### src/rtl/led_pattern_gen.sv
// led_pattern_gen: run-time selectable LED pattern engine with programmable step rate and pause.
// Define LED_BREATHE_EN to build the PWM breathe pattern for mode 6; otherwise mode 6 drives the LEDs off.
module led_pattern_gen #(
    parameter int CLK_FREQ = 100_000_000,
    parameter int NUM_LEDS = 8
) (
    input  logic                clk,
    input  logic                rst_n,
    input  logic [2:0]          mode,
    input  logic [31:0]         step_div,
    input  logic                pause,
    output logic [NUM_LEDS-1:0] led,
    output logic                tick
);
    localparam int PW = $clog2(NUM_LEDS + 1);
    localparam logic [PW-1:0] TOP  = PW'(NUM_LEDS - 1);
    localparam logic [PW-1:0] LTOP = PW'(NUM_LEDS);
    localparam logic [2:0] M_OFF     = 3'd0;
    localparam logic [2:0] M_BLINK   = 3'd1;
    localparam logic [2:0] M_COUNT   = 3'd2;
    localparam logic [2:0] M_KNIGHT  = 3'd3;
    localparam logic [2:0] M_ROTATE  = 3'd4;
    localparam logic [2:0] M_BAR     = 3'd5;
    localparam logic [2:0] M_BREATHE = 3'd6;
    localparam logic [2:0] M_ALL_ON  = 3'd7;

    logic [2:0]          mode_q, mode_n;
    logic [31:0]         tick_cnt, cnt_n;
    logic [PW-1:0]       pos, pos_n, level, level_n;
    logic                dir, dir_n, phase, phase_n, mode_chg, step;
    logic [NUM_LEDS-1:0] count, count_n, led_n, br_led;

    always_comb begin
        mode_chg = mode != mode_q;
        step     = !mode_chg && !pause && tick_cnt >= step_div;
        mode_n   = mode_chg ? mode : mode_q;
        cnt_n    = (mode_chg || step) ? '0 : pause ? tick_cnt : tick_cnt + 32'd1;
        // dir=1 means travelling down; each end is shown for a single step
        pos_n    = mode_chg ? '0
                 : !step ? pos
                 : mode_q == M_KNIGHT ? (dir ? (pos == '0 ? PW'(1) : pos - PW'(1))
                                             : (pos == TOP ? TOP - PW'(1) : pos + PW'(1)))
                 : mode_q == M_ROTATE ? (pos == TOP ? '0 : pos + PW'(1))
                 : pos;
        dir_n    = mode_chg ? 1'b0 : (step && mode_q == M_KNIGHT) ? (dir ? pos != '0 : pos == TOP) : dir;
        level_n  = mode_chg ? '0 : (step && mode_q == M_BAR) ? (level == LTOP ? '0 : level + PW'(1)) : level;
        count_n  = mode_chg ? '0 : (step && mode_q == M_COUNT) ? count + NUM_LEDS'(1) : count;
        phase_n  = mode_chg ? 1'b0 : (step && mode_q == M_BLINK) ? !phase : phase;
        led_n    = mode_n == M_BLINK   ? {NUM_LEDS{phase_n}}
                 : mode_n == M_COUNT   ? count_n
                 : (mode_n == M_KNIGHT || mode_n == M_ROTATE) ? NUM_LEDS'(1) << pos_n
                 : mode_n == M_BAR     ? ~({NUM_LEDS{1'b1}} << level_n)
                 : mode_n == M_BREATHE ? br_led
                 : mode_n == M_ALL_ON  ? {NUM_LEDS{1'b1}}
                 : {NUM_LEDS{1'b0}};
    end

`ifdef LED_BREATHE_EN
    logic [7:0] duty, duty_n, pwm_cnt, pwm_n;
    logic       bdir, bdir_n;

    always_comb begin
        pwm_n  = pwm_cnt + 8'd1;
        duty_n = mode_chg ? 8'd0
               : !(step && mode_q == M_BREATHE) ? duty
               : bdir ? (duty == 8'd0 ? 8'd1 : duty - 8'd1)
               : (duty == 8'hff ? 8'hfe : duty + 8'd1);
        bdir_n = mode_chg ? 1'b0 : (step && mode_q == M_BREATHE) ? (bdir ? duty != 8'd0 : duty == 8'hff) : bdir;
        br_led = {NUM_LEDS{pwm_n < duty_n}};
    end

    always_ff @(posedge clk or negedge rst_n) begin
        if (!rst_n) begin
            duty    <= '0;
            bdir    <= 1'b0;
            pwm_cnt <= '0;
        end else begin
            duty    <= duty_n;
            bdir    <= bdir_n;
            pwm_cnt <= pwm_n;
        end
    end
`else
    assign br_led = '0;
`endif

    always_ff @(posedge clk or negedge rst_n) begin
        if (!rst_n) begin
            mode_q   <= M_OFF;
            tick_cnt <= '0;
            pos      <= '0;
            dir      <= 1'b0;
            level    <= '0;
            count    <= '0;
            phase    <= 1'b0;
            led      <= '0;
            tick     <= 1'b0;
        end else begin
            mode_q   <= mode_n;
            tick_cnt <= cnt_n;
            pos      <= pos_n;
            dir      <= dir_n;
            level    <= level_n;
            count    <= count_n;
            phase    <= phase_n;
            led      <= led_n;
            tick     <= step;
        end
    end
endmodule

### config.mk
export PLATFORM = sky130hd
export DESIGN_NAME = led_pattern_gen
export DESIGN_NICKNAME = d
export VERILOG_FILES = /design/src/rtl/led_pattern_gen.sv
export SDC_FILE = /design/constraint.sdc
export NUM_CORES = 1
export LEC_CHECK = 0
export ABC_CLOCK_PERIOD_IN_PS = 3900
export BUFFER_PORTS_ARGS = -buffer_cell sky130_fd_sc_hd__buf_2
export CAP_MARGIN = 20
export CELL_PAD_IN_SITES_DETAIL_PLACEMENT = 1
export CELL_PAD_IN_SITES_GLOBAL_PLACEMENT = 1
export CORE_AREA = 8 8 96 185
export DETAILED_ROUTE_END_ITERATION = 10
export DIE_AREA = 0 0 104 193
export PLACE_DENSITY = 0.54
export SLEW_MARGIN = 20
export SYNTH_ARGS = -nofsm -noshare
export SYNTH_HDL_FRONTEND = slang
export SYNTH_SLANG_ARGS = --single-unit
### constraint.sdc
create_clock -name clk -period 3.9 [get_ports clk]
set_input_delay 0.39 -clock clk [delete_from_list [all_inputs] [get_ports clk]]
set_output_delay 0.39 -clock clk [all_outputs]
set_load 0.01 [all_outputs]
Word level (Yosys, flattened, before mapping)
Cells that the tools add are included.

Logic and storage cells: 75. Flip-flop bits (word level): 62. Output and inout port bits: 9.

Order comparisons: 1. Add/sub/neg operators: 5. Reduce and logical (&&, ||, !) cells: 14. Shift operators: 2. Bitwise gates (word level): 1. Equal/unequal tests: 16. Multiplexer cells: 27.

Operator list (number): $mux W32 (2); $mux W8 (8); $mux W4 (11); $add A32 B1 Y32 const B (1); $ge A32 B32 Y1 (1); $eq A3 B3 Y1 const B (6); $eq A3 B2 Y1 const B (4); $add A4 B1 Y4 const B (2); $add A8 B1 Y8 const B (1); $not A8 Y8 (1); $shl A1 B4 Y8 const A (1); $shl A8 B4 Y8 const A (1); $eq A3 B1 Y1 const B (2); $logic_and A1 B1 Y1 (6); $mux W1 (5); $eq A4 B3 Y1 const B (1); $eq A4 B4 Y1 const B (1); $logic_not A4 Y1 (1); $reduce_bool A4 Y1 (1); $sub A4 B1 Y4 const B (1); $logic_not A1 Y1 (3); $mux W3 (1); $ne A3 B3 Y1 (1); $logic_or A1 B1 Y1 (2); 2 further kinds (2).

Logic depth before layout (Yosys ltp)
Gate-level depths: netlist of the first run.

Word-level depth: 13. Mapped depth: 14. Gate-level depth less buffers: 12.

Worst setup path after synthesis of the first run
OpenSTA, ideal clock, no wires.

Kind: input to register. From: in step_div[31]. To: reg led[2]. Buffers on the path: 0. Library setup time: 87 ps. Setup slack: 1088 ps. Arrival time: 2725 ps. Cell stages on the path: 11. Path through: inv_1 ha_1 nand4_1 nor4_1 nand3_1 a21oi_2 o21a_1 mux2_4 nor3b_1 a22oi_1 a211oi_2.

Word-level cells in the longest chain between the ends: 11. Elaborated cells on any way between the ends: 20. Those cells by class: order compare: 1; shift: 2; mux: 12; bitwise: 1; reduce/logical: 4.

Ends and longest elaborated chain: start, declared (line 10) `input logic [31:0] step_div,`; $ge A32 B32 Y1 * (line 35) `step = !mode_chg && !pause && tick_cnt >= step_div;`; $logic_and A1 B1 Y1 * (line 35); $logic_and A1 B1 Y1 (line 46) `level_n = mode_chg ? '0 : (step && mode_q == M_BAR) ? (level == LTOP ? '0 : level + PW'(1)) : level;`; $mux W4 (2 in a row) (line 46); $shl A8 B4 Y8 (line 52) `: mode_n == M_BAR ? ~({NUM_LEDS{1'b1}} << level_n)`; $not A8 Y8 (line 52); $mux W8 (line 52); $mux W8 (line 51) `: (mode_n == M_KNIGHT || mode_n == M_ROTATE) ? NUM_LEDS'(1) << pos_n`; $mux W8 (line 50) `: mode_n == M_COUNT ? count_n`; $mux W8 * (line 49) `led_n = mode_n == M_BLINK ? {NUM_LEDS{phase_n}}`; net led_n[2] (line 31) `logic [NUM_LEDS-1:0] count, count_n, led_n, br_led;`; end signal, assigned (line 106) `led <= led_n;`; end, declared (line 12) `output logic [NUM_LEDS-1:0] led,`.

Mark *: on every way through the listed nets, which the timed path passes. The rest lies on a longest branch. A chain may end at the register's enable or synchronous reset.

Final worst setup path of the first run
From: reg tick_cnt[0]. To: reg led[4].

Word-level cells in the longest chain between the ends: 11. Elaborated cells on any way between the ends: 20. Those cells by class: order compare: 1; shift: 2; mux: 12; bitwise: 1; reduce/logical: 4.

Ends and longest elaborated chain: start, declared (line 28) `logic [31:0] tick_cnt, cnt_n;`; start signal, assigned (line 100) `tick_cnt <= cnt_n;`; $ge A32 B32 Y1 * (line 35); $logic_and A1 B1 Y1 * (line 35); $logic_and A1 B1 Y1 (line 46); $mux W4 (2 in a row) (line 46); $shl A8 B4 Y8 (line 52); $not A8 Y8 (line 52); $mux W8 (line 52); $mux W8 (line 51); $mux W8 (line 50); $mux W8 * (line 49); net led_n[4] (line 31).

Marks and branches as above.

==> results of run 1 <==
power breakdown:
| group | total (mW) | internal, mW | switching [mW] |
|---|---|---|---|
| combinational | 0.146 | 0.0529 | 0.0926 |
| clock | 0.888 | 0.574 | 0.314 |
| sequential | 0.658 | 0.652 | 0.00653 |
layer usage:
layer	vias up	global-route usage, %	routed length, um
met5	-	0	0
met4	0	5.552	216
met3	10	2.297	352
met2	48	21.39	5920
met1	1847	16.09	5903
li1	1908	-	-
cells by family after synthesis:
logic type                 count (synthesis)  synth area share [%]
adders and majority gates                 38                 10.52
muxes                                      2                0.5814
DFF                                       62                 34.34
xor gates and xnor gates                  37                 7.173
buffers and inverters                     73                 6.757
AOI/OAI and AO/OA                        102                 16.75
and+or+nand+nor                          209                 23.87
sequential cells by signal, indices dropped and copies added (netlist names):
name      count
level         4
led           8
phase         1
pos           4
tick_cnt     32
tick          1
dir           1
mode_q        3
count         8
cells in the mapped netlist, types with 4 or more instances:
library cell and n:
a211oi_2 4, o21a_1 7, nand2_1 52, xor2_1 19, nor4_1 5, a211oi_1 5
xnor2_1 18, or3_1 6, inv_1 50, nand4_1 13, nor2_1 55, clkbuf_1 13
nor3_1 8, and3_1 10, a21oi_1 27, nand3b_1 7, nand3_1 22, o21ai_0 20
ha_1 38, dfrtp_1 62
through the flow:
step | hold WS, ps | std cells
floorplan | 94.41 | 523
global placement | 548.5 | 754
detailed placement | 556.9 | 754
CTS | 231.5 | 770
global route | 256.2 | 770
finish | 199.8 | 770
how the worst max path moves through the flow:
| stage | slack, ps | startpoint | to |
|---|---|---|---|
| floorplan | 1090 | step_div[31] | led[2] |
| global placement | 410 | step_div[0] | led[4] |
| detailed placement | 370 | step_div[0] | led[1] |
| CTS | 380 | tick_cnt[0] | led[1] |
| global route | 120 | tick_cnt[0] | led[1] |
| finish | 400 | tick_cnt[0] | led[4] |
cell type report:
| cell class | count | area (sq um) |
|---|---|---|
| clock buffer | 10 | 239.0 |
| clock inverter | 6 | 85.08 |
| fill | 1875 | 10190 |
| inverter | 50 | 187.7 |
| multi-input combinational | 388 | 2661 |
| sequential | 62 | 1551 |
| tap | 201 | 251.5 |
| timing repair buffer | 53 | 282.8 |
critical path: stages, from the launching register on:
cell,delay (ps)
dfrtp_1,400
inv_1,80
ha_1,260
nand2b_1,140
a2111o_1,460
a32oi_2,280
a21oi_2,120
nor2_2,680
buf_4,330
nor4_2,70
xnor2_1,130
nand2b_1,170
a221oi_2,260
==> metrics.log, run 1 <==
[metrics] number of buffers added for setup after CTS: 0
[metrics] endpoint of the worst-slack reg-to-reg timing path: led[4]
[metrics] Area growth, synth to finish: 16.39%
[metrics] required arrival time at the worst endpoint: between 4000 and 5000 ps
[metrics] result of the run: complete, no violations
[metrics] total I/O pin count: 47
[metrics] largest area contributor in the synthesized netlist: dfrtp_1
[metrics] placement-stage worst setup slack: roughly 370 ps
[metrics] Routed Wire Length: approximately 12,000 um
[metrics] R2R Setup Slk: 400 ps
[metrics] final cycle utilization of the critical path: 89.81%
[metrics] width of the chip: ~100 um
[metrics] Worst Setup End Kind: register
[metrics] Final Critical Period: about 3500 ps
[metrics] most common cell after layout, fill and taps aside: dfrtp_1
[metrics] Yosys reg bits: 62
[metrics] top achievable clock speed: ~290 MHz
[metrics] total cell area at the placement stage: 4935 sq um
[metrics] CTS tree: done
[metrics] final-layout setup total negative slack: 0 ps
[metrics] synthesized area per cell: between 8 and 9 sq um
[metrics] Wirelength per Cell: roughly 16 um
[metrics] R2R Path Start: tick_cnt[0]
[metrics] post-layout util: around 34%
[metrics] Final Hold Vio Count: 0
[metrics] number of antenna repair diodes: 0
[metrics] via total after detailed routing: 3,813
[metrics] first-pass iteration count of the detailed router: 4
[metrics] number of DRC violations after detailed routing: 0
[metrics] MaxCap Viol Count: 0
[metrics] clk_lat worst skew: roughly 340 ps
[metrics] synthesized instance count: 523
[metrics] Layout Cell Area excl Fill: between 5000 and 6000 sq um
[metrics] worst voltage drop across the vdd grid: approximately 0.19 mV
[metrics] # port buffers: 46
[metrics] core footprint: between 15,000 and 20,000 sq um
[metrics] GR Overflow Total: 0
[metrics] Distinct cells, synth: 71
[metrics] EDFF count, synth: 0
[metrics] Final Power: ~1.7 mW
[metrics] Core Rows: 65
[metrics] cell types occupying the most area after synthesis: dfrtp_1, ha_1, nor2_1
[metrics] number of cells on the worst reg-to-reg path: 12
[metrics] maximum fanout count along the critical path: 21
[metrics] GRT Resource Usage Total: between 10% and 20%
[metrics] headroom to the max-slew limit: roughly 37%
[metrics] clock-pin slew on the worst setup and hold paths: about 60 ps
[metrics] setup repair after global routing missed its margin: no
[metrics] count of instances resized after the clock tree is built: 0
[metrics] post-synthesis sequential area ratio: ~34%
[metrics] share of post-route cells with drive strength above 1: approximately 17%
[metrics] wire length of the first global-routing pass: ~21,000 um
[metrics] remaining antenna violation count after routing: 0
[metrics] Clk Tree Root Cell: clkbuf_16
[metrics] pin count of the biggest net entering global routing: 40
[metrics] smallest setup slack after layout: between 300 and 400 ps
[metrics] worst clock skew on the final layout: 7.261 ps
[metrics] cts bufs inserted: 9
[metrics] Die Outline Area: ~20,000 sq um
[metrics] share of the synthesized area in the top cell type: 34.34%
[metrics] Starting Density: 29.24%
[metrics] number of DRC violations after detailed-routing iteration 0: 59
[metrics] standby leakage power: approximately 2.4 nW
[metrics] crit start category: register
[metrics] routed vias/inst: roughly 5.0
[metrics] number of global-route vias before repair: a little over 4,000
[metrics] DP HPWL: 9397 um
[metrics] signal arrival time at the worst endpoint: about 3800 ps
[metrics] hold-fix buffers at CTS: 0
[metrics] buffers from clock root to sink, at most: 2
[metrics] final slew viol count: 0
[metrics] Most used DFF post-synth: dfrtp_1
[metrics] number of failing setup endpoints in the final timing report: 0
[metrics] sinks on the clock net: 62
[metrics] Warnings, synthesis: 0
[metrics] ys async rst share: 100.0%
[metrics] Max H-tree Level: 3
[metrics] final weighted congestion of routability-driven global placement: between 0.7 and 0.8
[metrics] antenna violations before repair: 0
[metrics] power density over cell area: between 300 and 400 nW/um^2
[metrics] post-synthesis instance area: about 4500 sq um
[metrics] Net Count, Synth: around 600
[metrics] Nets: 640
[metrics] type of the worst setup path: register to register
[metrics] worst min path class: input pin to async pin
[metrics] top library cells by usage in the layout, fill and taps aside: dfrtp_1, nor2_1, nand2_1
[metrics] overall die height: 193 um
[metrics] measured slew at the worst slew-check pin: around 950 ps
Power figures use the tool's default switching activity.
==> run 2, diff against run 1 <==
Settings changed: ABC_CLOCK_PERIOD_IN_PS 3900 to 3200, PLACE_DENSITY 0.54 to default, PLACE_DENSITY_LB_ADDON from default to 0.15, RECOVER_POWER from default to 25.
Clock period 3.9 ns to 3.2 ns, I/O delays scaled along.
==> run 2 against run 1 <==
Compared with the run above: the flow now finishes with violations (max-capacitance violations, max-slew violations); first-iteration DRC count is 130% higher; combinational power is 30% higher; clock power is 15% higher; global-route usage hardly changed; sequential cell count stayed put; worst setup slack worse by 270 ps; clock skew is 3.1 ps lower; largest cell class unchanged.
==> metrics.log, run 2 (synthesis results as in run 1) <==
[metrics] core footprint: around 15,000 sq um
[metrics] placement-stage worst setup slack: -166.8 ps
[metrics] measured slew at the worst slew-check pin: around 1700 ps
[metrics] violations in the final reports: max-capacitance violations, max-slew violations
[metrics] required arrival time at the worst endpoint: around 3400 ps
[metrics] Final Power: between 2 and 2.5 mW
[metrics] Core Rows: 65
[metrics] number of DRC violations after detailed routing: 0
[metrics] DP HPWL: between 9000 and 10,000 um
[metrics] wire length of the first global-routing pass: between 20,000 and 25,000 um
[metrics] Starting Density: 29.24%
[metrics] via total after detailed routing: 3,906
[metrics] setup repair after global routing missed its margin: yes
[metrics] GRT Resource Usage Total: 12.86%
[metrics] antenna violations before repair: 0
[metrics] Critical-path top delay cell: dfrtp_1
[metrics] count of fill cells added during filler insertion: 1,889
[metrics] number of failing setup endpoints in the final timing report: 0
[metrics] Worst path top cell family by delay: simple AND/OR/NAND/NOR gates
[metrics] registers with the highest flip-flop counts: tick_cnt x32, count x8, led x8
[metrics] final slew viol count: 63
[metrics] final-layout setup total negative slack: 0 ps
[metrics] crit start category: register
[metrics] type of the worst setup path: register to register
[metrics] Routed Wire Length: between 10,000 and 15,000 um
[metrics] Max H-tree Level: 3
[metrics] Die Outline Area: around 20,000 sq um
[metrics] clock-pin slew on the worst setup and hold paths: approximately 50 ps
[metrics] Final Hold Slack: between 150 and 200 ps
[metrics] share of post-route cells with drive strength above 1: a little over a fifth
[metrics] Final Hold Vio Count: 0
[metrics] top library cells by usage in the layout, fill and taps aside: dfrtp_1, nor2_1, nand2_1
[metrics] GR Overflow Total: 0
[metrics] worst voltage drop across the vdd grid: roughly 0.25 mV
[metrics] buffers from clock root to sink, at most: 2
[metrics] smallest setup slack after layout: between 100 and 150 ps
[metrics] buffers and inverters on the worst path: 2
[metrics] post-layout util: 35.82%
[metrics] width of the chip: roughly 100 um
[metrics] Critical Path, Cell by Cell: ha_4, nand4_1, nor4_4, buf_4, nand3_4, a21oi_4, o21a_1, mux2_4, nor3b_2, buf_4, a22oi_1, a211oi_2
[metrics] Clk Tree Root Cell: clkbuf_16
[metrics] routed vias/inst: between 4 and 5
[metrics] pin count of the biggest net entering global routing: 63
[metrics] overall die height: 193 um
[metrics] signal arrival time at the worst endpoint: between 3000 and 4000 ps
[metrics] maximum fanout count along the critical path: 4
[metrics] cts bufs inserted: 9
[metrics] sinks on the clock net: 62
[metrics] MaxCap Viol Count: 1
[metrics] worst clock skew on the final layout: 4.124 ps
[metrics] headroom to the max-slew limit: -10.85%
[metrics] number of global-route vias before repair: 4,146
[metrics] final cycle utilization of the critical path: a little over nine tenths
[metrics] number of antenna repair diodes: 0
[metrics] first-pass iteration count of the detailed router: 4
[metrics] number of DRC violations after detailed-routing iteration 0: 134
[metrics] # port buffers: 46
[metrics] CTS tree: done
[metrics] worst min path class: input pin to register
[metrics] result of the run: complete, but fails checks
[metrics] most used cell along the critical path: buf_4
[metrics] Wirelength per Cell: around 16 um
[metrics] Final Critical Period: between 3000 and 4000 ps
[metrics] Area growth, synth to finish: 22.51%
[metrics] total I/O pin count: 47
[metrics] standby leakage power: between 2 and 3 nW
[metrics] register with the most flip-flops: tick_cnt
[metrics] most common cell after layout, fill and taps aside: dfrtp_1
[metrics] power density over cell area: ~360 nW/um^2
[metrics] number of flip-flops under the largest register name: 32
[metrics] Nets: 665
[metrics] remaining antenna violation count after routing: 0
[metrics] final weighted congestion of routability-driven global placement: 0.7717
[metrics] top achievable clock speed: about 330 MHz
[metrics] Worst Setup End Kind: register
[metrics] highest cell delay on the worst timing path: about 400 ps
[metrics] clk_lat worst skew: 330 ps
==> run 2: final timing paths <==
check                               endpoint  slack (ps)         start  cells past startpoint
worst max-delay path                  led[2]         120  tick_cnt[31]                     12
worst min-delay path               mode_q[2]         200       mode[2]                      1
worst max register to register        led[2]         120  tick_cnt[31]                     12
worst min register to register      count[7]         550      count[7]                      2
max in group asynchronous           count[1]        1700         rst_n                      2
min in group asynchronous       tick_cnt[20]         500         rst_n                      2
==> run 2: timing repair <==
action                     CTS  global route
hold buffers                 0             0
setup buffers                0             8
setup endpoints to repair    8             8
resized for setup            2            12
pin swaps                    2             5
==> run 2: worst reg2reg max path: stages (launching register included) <==
cell and delay [ps]:
dfrtp_1 400, ha_4 290, nand4_1 260, nor4_4 400, buf_4 190, nand3_4 80
a21oi_4 200, o21a_1 220, mux2_4 330, nor3b_2 160, buf_4 150, a22oi_1 100
a211oi_2 220
==> run 2: per-stage QoR <==
| stage | std cells | instance area, sq um |
|---|---|---|
| floorplan | 523 | 4518 |
| global placement | 771 | 5087 |
| global route | 794 | 5535 |
| finish | 794 | 5535 |
| CTS | 786 | 5411 |
| detailed placement | 771 | 5087 |
==> run 2: cell type report <==
type | count | area (sq um) | share of cell area (%)
Clock inverter | 3 | 42.54 | 0.7685
Inverter | 50 | 187.7 | 3.391
Tap cell | 201 | 251.5 | 4.543
Clock buffer | 12 | 266.5 | 4.815
Multi-Input combinational cell | 388 | 2754 | 49.75
Timing Repair Buffer | 78 | 481.7 | 8.703
Sequential cell | 62 | 1551 | 28.03
==> run 2: report_power, final <==
group	internal [mW]	total (mW)	switching [mW]
combinational	0.0703	0.190	0.120
clock	0.661	1.02	0.361
sequential	0.794	0.799	0.00437
==> run 2: metal layers <==
layer / track usage, % / routed length [um]
met5: 0 / 0
met4: 3.814 / 135
met3: 2.164 / 301
met2: 21.79 / 6037
met1: 16.39 / 6129
